File: src/rtl/pc_fetch_ctrl_if.sv
// Fetch-side bus bundle: instruction-memory request/response plus the decode handshake.
// master = fetch controller, slave = memory/decode side.
interface pc_fetch_ctrl_if;
  logic        imemReq;
  logic [31:0] imemAddr;
  logic        imemReady;
  logic        imemRvalid;
  logic [31:0] imemRdata;
  logic [31:0] instr;
  logic [31:0] instrPc;
  logic        instrValid;
  logic        instrReady;

  modport master (
    output imemReq, imemAddr, instr, instrPc, instrValid,
    input  imemReady, imemRvalid, imemRdata, instrReady
  );

  modport slave (
    input  imemReq, imemAddr, instr, instrPc, instrValid,
    output imemReady, imemRvalid, imemRdata, instrReady
  );
endinterface

File: src/rtl/pc_fetch_ctrl.sv
// Flow-controlled instruction-fetch front end: owns the PC, issues one fetch at a time,
// holds each instruction for decode. Optional macro FETCH_MISALIGN_CHECK_EN halts on misaligned redirects.
module pc_fetch_ctrl #(
  parameter logic [31:0] RESET_PC = 32'h0000_0000
) (
  input  logic        clk,
  input  logic        reset,
  input  logic        pcSrc,
  input  logic [31:0] pcTarget,
  output logic [31:0] pc,
  output logic [31:0] pcPlus4,
  output logic [31:0] pcNext,
  output logic        misalignErr,
  pc_fetch_ctrl_if.master bus
);

  localparam int unsigned XLEN = 32;

  typedef enum logic [1:0] {
    S_REQ  = 2'd0,
    S_WAIT = 2'd1,
    S_HOLD = 2'd2,
    S_HALT = 2'd3
  } state_e;

  state_e            state_q, state_d;
  logic [XLEN-1:0]   pc_q, pc_d;
  logic [XLEN-1:0]   instr_q, instr_d;
  logic [XLEN-1:0]   instr_pc_q, instr_pc_d;
  logic              instr_valid_q, instr_valid_d;
  logic              discard_q, discard_d;

`ifdef FETCH_MISALIGN_CHECK_EN
  logic              misalign_q, misalign_d;
  assign misalignErr = misalign_q;
`else
  assign misalignErr = 1'b0;
`endif

  assign pc             = pc_q;
  assign pcPlus4        = pc_q + XLEN'(4);
  assign pcNext         = pcSrc ? pcTarget : pcPlus4;
  assign bus.imemReq    = (state_q == S_REQ) && !reset;
  assign bus.imemAddr   = pc_q;
  assign bus.instr      = instr_q;
  assign bus.instrPc    = instr_pc_q;
  assign bus.instrValid = instr_valid_q;

  // Next-state and datapath; a redirect pre-empts every other event.
  always_comb begin
    state_d       = state_q;
    pc_d          = pc_q;
    instr_d       = instr_q;
    instr_pc_d    = instr_pc_q;
    instr_valid_d = instr_valid_q;
    discard_d     = discard_q;
`ifdef FETCH_MISALIGN_CHECK_EN
    misalign_d    = misalign_q;
`endif

    if (pcSrc && (state_q != S_HALT)) begin
`ifdef FETCH_MISALIGN_CHECK_EN
      if (pcTarget[1:0] != 2'b00) begin
        misalign_d    = 1'b1;
        instr_valid_d = 1'b0;
        state_d       = S_HALT;
      end else
`endif
      begin
        pc_d = pcTarget & ~XLEN'(3);
        case (state_q)
          S_REQ: begin
            // The old-address request is already in flight; its response must be dropped.
            if (bus.imemReady) begin
              state_d   = S_WAIT;
              discard_d = 1'b1;
            end
          end
          S_WAIT: begin
            if (bus.imemRvalid) begin
              discard_d = 1'b0;
              state_d   = S_REQ;
            end else begin
              discard_d = 1'b1;
            end
          end
          S_HOLD: begin
            instr_valid_d = 1'b0;
            state_d       = S_REQ;
          end
          default: ;
        endcase
      end
    end else begin
      case (state_q)
        S_REQ: begin
          if (bus.imemReady) state_d = S_WAIT;
        end
        S_WAIT: begin
          if (bus.imemRvalid) begin
            if (discard_q) begin
              discard_d = 1'b0;
              state_d   = S_REQ;
            end else begin
              instr_d       = bus.imemRdata;
              instr_pc_d    = pc_q;
              instr_valid_d = 1'b1;
              state_d       = S_HOLD;
            end
          end
        end
        S_HOLD: begin
          if (bus.instrReady) begin
            pc_d          = pcPlus4;
            instr_valid_d = 1'b0;
            state_d       = S_REQ;
          end
        end
        default: ;
      endcase
    end
  end

  always_ff @(posedge clk) begin
    if (reset) begin
      state_q       <= S_REQ;
      pc_q          <= RESET_PC;
      instr_q       <= '0;
      instr_pc_q    <= '0;
      instr_valid_q <= 1'b0;
      discard_q     <= 1'b0;
`ifdef FETCH_MISALIGN_CHECK_EN
      misalign_q    <= 1'b0;
`endif
    end else begin
      state_q       <= state_d;
      pc_q          <= pc_d;
      instr_q       <= instr_d;
      instr_pc_q    <= instr_pc_d;
      instr_valid_q <= instr_valid_d;
      discard_q     <= discard_d;
`ifdef FETCH_MISALIGN_CHECK_EN
      misalign_q    <= misalign_d;
`endif
    end
  end

endmodule

File: src/flat_wrapper.sv
// flat-port wrapper written by rule: the top's interface ports become plain ports
module pc_fetch_ctrl_flat 
#(
  parameter logic [31:0] RESET_PC = 32'h0000_0000
)
  (clk, reset, pcSrc, pcTarget, pc, pcPlus4, pcNext, misalignErr, bus_imemReq, bus_imemAddr, bus_instr, bus_instrPc, bus_instrValid, bus_imemReady, bus_imemRvalid, bus_imemRdata, bus_instrReady);
  pc_fetch_ctrl_if bus_i ();
  input  logic clk;
  input  logic reset;
  input  logic pcSrc;
  input  logic [31:0] pcTarget;
  output logic [31:0] pc;
  output logic [31:0] pcPlus4;
  output logic [31:0] pcNext;
  output logic misalignErr;
  output wire logic [$bits(bus_i.imemReq)-1:0] bus_imemReq;
  output wire logic [$bits(bus_i.imemAddr)-1:0] bus_imemAddr;
  output wire logic [$bits(bus_i.instr)-1:0] bus_instr;
  output wire logic [$bits(bus_i.instrPc)-1:0] bus_instrPc;
  output wire logic [$bits(bus_i.instrValid)-1:0] bus_instrValid;
  input wire logic [$bits(bus_i.imemReady)-1:0] bus_imemReady;
  input wire logic [$bits(bus_i.imemRvalid)-1:0] bus_imemRvalid;
  input wire logic [$bits(bus_i.imemRdata)-1:0] bus_imemRdata;
  input wire logic [$bits(bus_i.instrReady)-1:0] bus_instrReady;
  assign bus_imemReq = bus_i.imemReq;
  assign bus_imemAddr = bus_i.imemAddr;
  assign bus_instr = bus_i.instr;
  assign bus_instrPc = bus_i.instrPc;
  assign bus_instrValid = bus_i.instrValid;
  assign bus_i.imemReady = bus_imemReady;
  assign bus_i.imemRvalid = bus_imemRvalid;
  assign bus_i.imemRdata = bus_imemRdata;
  assign bus_i.instrReady = bus_instrReady;
  pc_fetch_ctrl #(.RESET_PC(RESET_PC)) u_core (.clk(clk), .reset(reset), .pcSrc(pcSrc), .pcTarget(pcTarget), .pc(pc), .pcPlus4(pcPlus4), .pcNext(pcNext), .misalignErr(misalignErr), .bus(bus_i));
endmodule
File: config.mk
export PLATFORM = sky130hd
export DESIGN_NAME = pc_fetch_ctrl_flat
export DESIGN_NICKNAME = d
export VERILOG_FILES = /design/src/rtl/pc_fetch_ctrl_if.sv /design/src/rtl/pc_fetch_ctrl.sv /design/src/flat_wrapper.sv
export SDC_FILE = /design/constraint.sdc
export NUM_CORES = 1
export LEC_CHECK = 0
export BUFFER_PORTS_ARGS = -buffer_cell sky130_fd_sc_hd__buf_2
export CORE_MARGIN = 4
export CORE_UTILIZATION = 47
export CTS_CLUSTER_SIZE = 28
export DETAILED_ROUTE_END_ITERATION = 10
export GPL_TIMING_DRIVEN = 0
export PLACE_DENSITY = 0.9
export SLEW_MARGIN = 20
export SYNTH_ARGS = -nofsm -noshare
export SYNTH_HDL_FRONTEND = slang
export SYNTH_SLANG_ARGS = --single-unit
File: constraint.sdc
create_clock -name clk -period 3.5 [get_ports clk]
set_input_delay 0.875 -clock clk [delete_from_list [all_inputs] [get_ports clk]]
set_output_delay 0.875 -clock clk [all_outputs]
set_load 0.02 [all_outputs]
==> flow_summary.ini, run 1 <==
[status]
status = finished, final reports clean

[timing]
worst_pin_slew_ps = 848
slew_headroom_pct = 43.5
finalHoldViolCount = 0
slew_viol_final = 0
finClkSkew_ps = 9.69
setup_violations = 0
tns_ps = 0
min_period_ps = 3450
post-route-period-util_pct = 98.6
fmax_mhz = 290
whs_ps = 452

[cts]
cts-root-buf = clkbuf_16
ctsLongestPathBuffers = 2
clock_latency_ps = 340
cts.clk_slew.worst_paths_ps = 70
cts_buffers = 9
cts_tree = built
htree_levels = 3
cts_sinks = 96

[route]
drtIter0Drc = 511
vias = 6264
dr.pass1.iters = 5
drcViolationCount = 0
via_per_inst = 5.48
wirelength_um = 19600
wire_per_inst_um = 17.1
antenna_left = 0

[layout]
design_area_mm2 = 0.00748
final_util_pct = 67.8
layout_commonest_cell = buf_2
most-common-layout-cells = 254 x buf_2, 164 x nand2_1, 88 x a21oi_1
antenna-diode-count = 0
final_cells = 1144
area_growth_pct = 38.3
drive_above_1_share_pct = 39.9
layout.nets = 1075

[die]
fp-row-count = 38
die_width_um = 115
ioPinCount = 265
initial_core_util_pct = 49.0
coreArea_mm2 = 0.0110
die_h_um = 115
die-area_mm2 = 0.0133

[global_routing]
grt_pass1_wl_um = 30000
grt_pass1_vias = 5891
grt_max_degree = 18
grt_use_total_pct = 28.5
grt_overflow_total = 0
antenna_found_initial = 0

[worst_setup_path]
crit_arrival_ps = 2580
endpoint_kind = primary output
critPathLaunchType = flop
path_max_fanout = 5
worst-setup-path-type = reg2out
required_ps = 2620

[synthesis]
synthArstFlopShare_pct = 0
synth_top_family_by_area = simple AND/OR/NAND/NOR gates
synth_edf_count = 0
syn_area_per_cell_um2 = 7.52
synth_simple_gate_area_share_pct = 24.8
ys.flop_type = dfxtp_1
synthMuxAreaShare_pct = 6.59
yosysSeqAreaShare_pct = 35.5
yosysWarnings = 0
netlist_area_mm2 = 0.00541
synth_cell_types = 52
synthXorXnorAreaFrac_pct = 4.67
synth_compound_area_share_pct = 16.3
yosys.area_share.adder_pct = 1.39
synthCells = 719
synth_seq_cells = 96

[power_and_ir_drop]
p_per_area_mw_per_mm2 = 380
leakage_uw = 0.00362
irDropWorstVdd_uv = 345

[placed_design]
place_congestion = 0.909
dp_hpwl_um = 14600
postPlaceCellArea_mm2 = 0.00689
place.port_buffers = 254
dp_cells = 1121

[run]
drv_cap = 0

[hold_path]
hold_path.class = reg2reg
-- report_power, final --
part	switching (µW)	internal (µW)
clock	447	561
sequential	53.6	1130
combinational	402	247
-- Yosys cell counts (all sizes together) (2+ instances only) --
cell type | count | area [µm²]
nand2 | 164 | 616
dfxtp | 96 | 1920
a21oi | 88 | 440
buf | 53 | 359
clkbuf | 49 | 184
nor2 | 40 | 150
mux2 | 29 | 327
nand3 | 23 | 115
o21ai | 17 | 85.1
xor2 | 15 | 131
xnor2 | 13 | 121
nor3 | 11 | 65.1
nor4 | 11 | 68.8
nand4 | 10 | 75.1
and3 | 9 | 56.3
inv | 9 | 33.8
a31oi | 8 | 50.1
a22oi | 6 | 45.0
ha | 6 | 75.1
or3 | 6 | 37.5
a22o | 5 | 43.8
nand2b | 5 | 31.3
o211ai | 4 | 30.0
a211o | 3 | 26.3
a21o | 3 | 22.5
and2 | 3 | 18.8
mux2i | 3 | 30.0
nor2b | 3 | 18.8
nor3b | 3 | 22.5
o31ai | 3 | 22.5
or4 | 3 | 26.3
a221oi | 2 | 23.8
a2bb2oi | 2 | 17.5
and4 | 2 | 17.5
nand4b | 2 | 17.5
-- sequential cells by signal, indices dropped and copies added (netlist names) --
register	count
u_core.bus.imemAddr	30
u_core.bus.instr	32
u_core.bus.instrPc	30
u_core.bus.instrValid	1
u_core.discard_q	1
u_core.state_q	2
-- through the flow --
step | power [µW] | setup slack, ps
finish | 2840 | 48.0
global route | 2950 | -17.6
CTS | 2830 | 0.146
detailed placement | 1830 | -155
floorplan | 1600 | 67.9
global placement | 1820 | -165
-- layer usage --
metal  share of wire, %  global-route usage [%]  wire length [µm]  vias to the layer above
li1                   -                       -                 -                     2980
met1                 38                    34.9              7540                     2850
met2                 50                    48.6              9730                      387
met3                9.7                    7.53              1910                       47
met4                2.1                    9.55               419                        0
met5                  0                       0                 0                        -
-- final timing paths --
path	from	to	slack, ps	cells after the start
worst max-delay path	u_core.bus.imemAddr[10]	pcNext[31]	50	7
worst min-delay path	u_core.bus.instr[17]	u_core.bus.instr[17]	450	2
worst max register to register	u_core.state_q[0]	u_core.bus.imemAddr[9]	630	8
worst min register to register	u_core.bus.instr[17]	u_core.bus.instr[17]	450	2
-- cell type report --
type                    instances  area (µm²)
multi-input cells             520        3070
repair buffers                266        1360
plain buffers                  97         589
clock buffers                   9         225
clock inverters                 7        77.6
inverters                       9        33.8
fillers                       950        3550
well taps                     140         175
flip-flops and latches         96        1950
-- timing repair --
item / 4_1_cts / 5_1_grt
pin swaps: 1 / 3
hold buffers: 0 / 0
endpoints found under the setup margin: 29 / 15
setup buffers: 1 / 11
gates resized for setup: 39 / 28
-- logic make-up (layout without fill, tap and decap cells) --
group,count (synthesis),after routing
AO/OA/AOI/OAI,149,149
flip-flops,96,96
adder cells (fa/ha/maj),6,6
buffers and inverters,111,388
AND/OR/NAND/NOR,296,296
other,1,9
multiplexers,32,32
XOR/XNOR,28,28
-- critical path, stage by stage, from the launching register on --
cell and delay, ps:
dfxtp_2 360, buf_6 140, nand4_4 120, or4_4 560, or4_4 470, xnor2_2 160, mux2_2 260, buf_2 160
Power figures use the tool's default switching activity.
==> run 2: changes to the inputs <==
==> constraint.sdc (replaced) <==
create_clock -name clk -period 3.5 [get_ports clk]
set_input_delay 0.525 -clock clk [delete_from_list [all_inputs] [get_ports clk]]
set_output_delay 0.525 -clock clk [all_outputs]
set_load 0.02 [all_outputs]
==> run 2 against run 1 <==
  * Register-to-register slack barely moved
  * Non-clock buffer count fell by 7
  * Clock-buffer cell count did not move
  * Total power fell by 0.75%
  * First-iteration DRC count fell by 5.1%
  * Final cell count fell by 0.61%
  * Wire length fell by 1.7%
  * Sequential share of layout area rose by 0.56 points
  * Setup slack improved by 44 ps
  * Clock skew fell by 2.0 ps
  * Worst hold slack got worse by 44 ps
==> flow_summary.ini, run 2 (synthesized netlist as in run 1, its figures left out) <==
[status]
status = finished, final reports clean

[route]
dr.pass1.iters = 5
vias = 6153
wire_per_inst_um = 16.9
drtIter0Drc = 485
via_per_inst = 5.41
wirelength_um = 19300
antenna_left = 0
drcViolationCount = 0

[die]
initial_core_util_pct = 49.0
ioPinCount = 265
die_width_um = 115
die_h_um = 115
fp-row-count = 38
coreArea_mm2 = 0.0110
die-area_mm2 = 0.0133

[global_routing]
antenna_found_initial = 0
grt_pass1_wl_um = 29600
grt_pass1_vias = 5805
grt_overflow_total = 0
grt_use_total_pct = 28.2
grt_max_degree = 18
use_met1_pct = 35.2
grt_util_met2_pct = 48.3
use_met3_pct = 6.95
grt.busiest_layer = met2

[cts]
cts_resized = 2
ctsLongestPathBuffers = 2
hold_buffers = 0
cts_tree = built
cts-root-buf = clkbuf_16
clock_latency_ps = 350
post_cts_buffers = 0
cts.clk_slew.worst_paths_ps = 70
cts_buffers = 9
cts_sinks = 96
htree_levels = 3

[placed_design]
place_congestion = 0.909
dp_hpwl_um = 14600
place.port_buffers = 254

[timing]
finalHoldViolCount = 0
rsz0062_at_grt = false
setup_violations = 0
fmax_mhz = 293
finClkSkew_ps = 7.70
post-route-period-util_pct = 97.4
slew_headroom_pct = 33.6
worst_pin_slew_ps = 987
min_period_ps = 3410
tns_ps = 0
slew_viol_final = 0

[worst_setup_path]
cp_common_cell = buf_2
required_ps = 2970
slowest_delay_ps = 820
worst-setup-path-type = reg2out
path_max_fanout = 8
path_cells = buf_2 -> nand3_1 -> nor4_1 -> nand2_1 -> xnor2_1 -> mux2_2 -> buf_2
critical_path_buf_inv_count = 2
path_delay_family = simple AND/OR/NAND/NOR gates
critPathLaunchType = flop
endpoint_kind = primary output
crit_arrival_ps = 2880
slowest_stage = nor4_1

[layout]
largest_reg_flops = 32
drive_above_1_share_pct = 36.4
final-seq-area_mm2 = 0.00192
layout.nets = 1068
most-common-layout-cells = 265 x buf_2, 164 x nand2_1, 95 x dfxtp_1
fill_cells = 991
final_util_pct = 65.6
layout_commonest_cell = buf_2
antenna-diode-count = 0
multiInputGateArea_mm2 = 0.00298
area_growth_pct = 33.7

[hold_path]
hold_path.class = in2reg

[power_and_ir_drop]
p_per_area_mw_per_mm2 = 390
irDropWorstVdd_uv = 329
leakage_uw = 0.00346

[run]
drv_cap = 0
-- run 2: changes by cell type in the layout (fill, tap and decap cells not counted), sizes merged --
cell / delta
buf: -12
clkbuf: +5
-- run 2: final cells by class --
class | count | area share (%)
Buffer | 102 | 7.53
Clock buffer | 9 | 3.11
Clock inverter | 7 | 1.07
Inverter | 9 | 0.467
Multi-Input combinational cell | 520 | 41.2
Sequential cell | 96 | 26.6
Tap cell | 140 | 2.42
Timing Repair Buffer | 254 | 17.6
-- run 2: worst paths after layout --
path                          start                      to  slack (ps)  cells after the start
max          u_core.bus.imemAddr[6]              pcNext[21]          90                      7
min               bus_imemRdata[17]    u_core.bus.instr[17]         410                      3
max reg2reg       u_core.state_q[0]  u_core.bus.imemAddr[9]         640                      8
min reg2reg    u_core.bus.instr[17]    u_core.bus.instr[17]         450                      2
-- run 2: through the flow --
step	cells	setup slack, ps	hold WS, ps	instance area, µm²	total power, µW
final	1137	91.9	408	7230	2820
after global routing	1137	0.113	411	7230	2930
after CTS	1137	83.3	400	7200	2820
after detailed placement	1121	195	445	6890	1830
after global placement	1121	185	439	6890	1820
after floorplan	727	418	475	5440	1600
-- run 2: power by group --
part | total, µW | switching (µW) | internal [µW]
Combinational | 637 | 403 | 234
Sequential | 1170 | 45.5 | 1130
Clock | 1010 | 447 | 560
Total | 2820 | 895 | 1920
-- run 2: worst reg2reg max path, stage by stage, from the launching register on --
cell and delay [ps]:
dfxtp_1 410, ha_1 290, nor2b_1 230, clkbuf_1 400, buf_1 560, clkbuf_1 450, o21ai_0 160, a22oi_1 170
nor2_1 60
-- run 2: metal layers --
layer | vias up | share of wire, %
met1 | 2813 | 39
met2 | 342 | 50
li1 | 2960 | -
met5 | - | 0
met3 | 38 | 9.5
met4 | 0 | 2.0
==> run 3: changes to the inputs <==
==> constraint.sdc (replaced) <==
create_clock -name clk -period 3.5 [get_ports clk]
set_input_delay 0.7 -clock clk [delete_from_list [all_inputs] [get_ports clk]]
set_output_delay 0.7 -clock clk [all_outputs]
set_load 0.02 [all_outputs]
==> run 3 against run 2 <==
  * Worst hold slack improved by 43 ps
  * Clock-buffer cell count did not move
  * Setup slack got worse by 39 ps
  * Final area up 1.7%
  * Global-route usage rose by 0.050 points
  * Sequential share of layout area decreased by 0.31 points
  * First-iteration DRC count decreased by 0.21%
  * Sequential power about the same
  * Final cell count hardly changed
  * Critical endpoint is now pcNext[31]
  * Largest cell class unchanged
==> flow_summary.ini, run 3 (synthesized netlist as in run 1, its figures left out) <==
[timing]
fmax_mhz = 290
setup_slack_ps = 53.0
finClkSkew_ps = 7.64
post-route-period-util_pct = 98.5
whs_ps = 451
setup_violations = 0
tns_ps = 0
slew_viol_final = 0
worst_pin_slew_ps = 871
finalHoldViolCount = 0
min_period_ps = 3450
slew_headroom_pct = 41.9

[worst_setup_path]
timing.rr.start = u_core.state_q[0]
critPathLaunchType = flop
required_ps = 2800
ff2ff_setup_slack_ps = 640
crit_arrival_ps = 2750
rr_endpoint = u_core.bus.imemAddr[10]
path_max_fanout = 7
endpoint_kind = primary output
worst-setup-path-type = reg2out
reg2reg_depth = 8

[power_and_ir_drop]
p_sw_share_pct = 31.8
p_per_area_mw_per_mm2 = 385
power_frac_seq_pct = 41.6
leakage_uw = 0.00355
p_switching_uw = 901
p_comb_share_pct = 22.8
clkPwrFrac_pct = 35.7
irDropWorstVdd_uv = 345
p_int_uw = 1930

[global_routing]
grt_use_total_pct = 28.3
grt_pass1_vias = 5832
grt_pass1_wl_um = 29700
grt_overflow_total = 0
grt_max_degree = 18
antenna_found_initial = 0

[placed_design]
place.port_buffers = 254
dp_cells = 1121
place_ws_ps = 19.5
dp_hpwl_um = 14600
place_congestion = 0.909

[cts]
cts_buffers = 9
cts-root-buf = clkbuf_16
cts_resized = 8
ctsLongestPathBuffers = 2
clock_latency_ps = 350
cts_sinks = 96
cts_tree = built
hold_buffers = 0
htree_levels = 3
post_cts_buffers = 0
cts.clk_slew.worst_paths_ps = 70

[layout]
drive_above_1_share_pct = 38.1
layout_commonest_cell = buf_2
fill_cells = 977
final_util_pct = 66.7
largest_reg_flops = 32
area_growth_pct = 36.0
antenna-diode-count = 0
layout.nets = 1067
final_cells = 1136
most-common-layout-cells = 256 x buf_2, 164 x nand2_1, 88 x a21oi_1

[die]
coreArea_mm2 = 0.0110
die-area_mm2 = 0.0133
initial_core_util_pct = 49.0
fp-row-count = 38
die_h_um = 115
ioPinCount = 265
die_width_um = 115

[route]
drtIter0Drc = 484
wire_per_inst_um = 17.0
via_per_inst = 5.45
drcViolationCount = 0
antenna_left = 0
dr.pass1.iters = 5
vias = 6195
wirelength_um = 19400

[hold_path]
worstHoldStart = u_core.bus.instr[17]
hold_path.class = reg2reg
min_to = u_core.bus.instr[17]
whs_path_depth = 2

[run]
drv_cap = 0

[status]
status = finished, final reports clean
run 3: changes by cell type in the layout (fill, tap and decap cells not counted), sizes merged:
cell	delta
clkbuf	+2
buf	-3
run 3: worst max-delay path by stage:
stage | from | to | slack, ps
2_1_floorplan | u_core.bus.imemAddr[2] | pcNext[24] | 240
3_3_place_gp | u_core.bus.imemAddr[2] | pcNext[20] | 10
3_5_place_dp | u_core.bus.imemAddr[2] | pcNext[20] | 20
4_1_cts | u_core.bus.imemAddr[2] | pcNext[20] | -80
5_1_grt | u_core.bus.imemAddr[4] | pcNext[31] | -10
6_report | u_core.bus.imemAddr[4] | pcNext[31] | 50
run 3: power groups by stage:
stage / Sequential, µW / Clock [µW] / Combinational, µW
finish: 1180 / 1010 / 644
global route: 1180 / 1060 / 693
CTS: 1170 / 1020 / 632
detailed placement: 1200 / 0 / 628
global placement: 1200 / 0 / 622
floorplan: 1230 / 0 / 369
run 3: layout make-up:
type | instances | area, µm² | area share [%]
flip-flops and latches | 96 | 1930 | 26.3
repair buffers | 254 | 1270 | 17.3
clock buffers | 9 | 225 | 3.06
well taps | 140 | 175 | 2.38
clock inverters | 7 | 77.6 | 1.05
plain buffers | 101 | 579 | 7.88
inverters | 9 | 33.8 | 0.459
multi-input cells | 520 | 3060 | 41.6
run 3: critical path, stage by stage (launching register included):
cell,delay (ps)
dfxtp_1,390
buf_6,160
nand4_4,170
or4_4,530
or4_4,570
xnor2_2,160
mux2_2,260
buf_2,160
run 3: per-layer routing:
layer | global-route usage, % | share of wire (%) | vias up
li1 | - | - | 2958
met2 | 48.3 | 50 | 352
met4 | 8.92 | 2.0 | 0
met3 | 7.47 | 10 | 41
met1 | 34.8 | 38 | 2844
met5 | 0 | 0 | -
run 3: through the flow:
| step | power, µW | cell area [µm²] |
|---|---|---|
| floorplan | 1600 | 5440 |
| global placement | 1820 | 6890 |
| detailed placement | 1830 | 6890 |
| CTS | 2820 | 7230 |
| global route | 2940 | 7360 |
| finish | 2830 | 7360 |
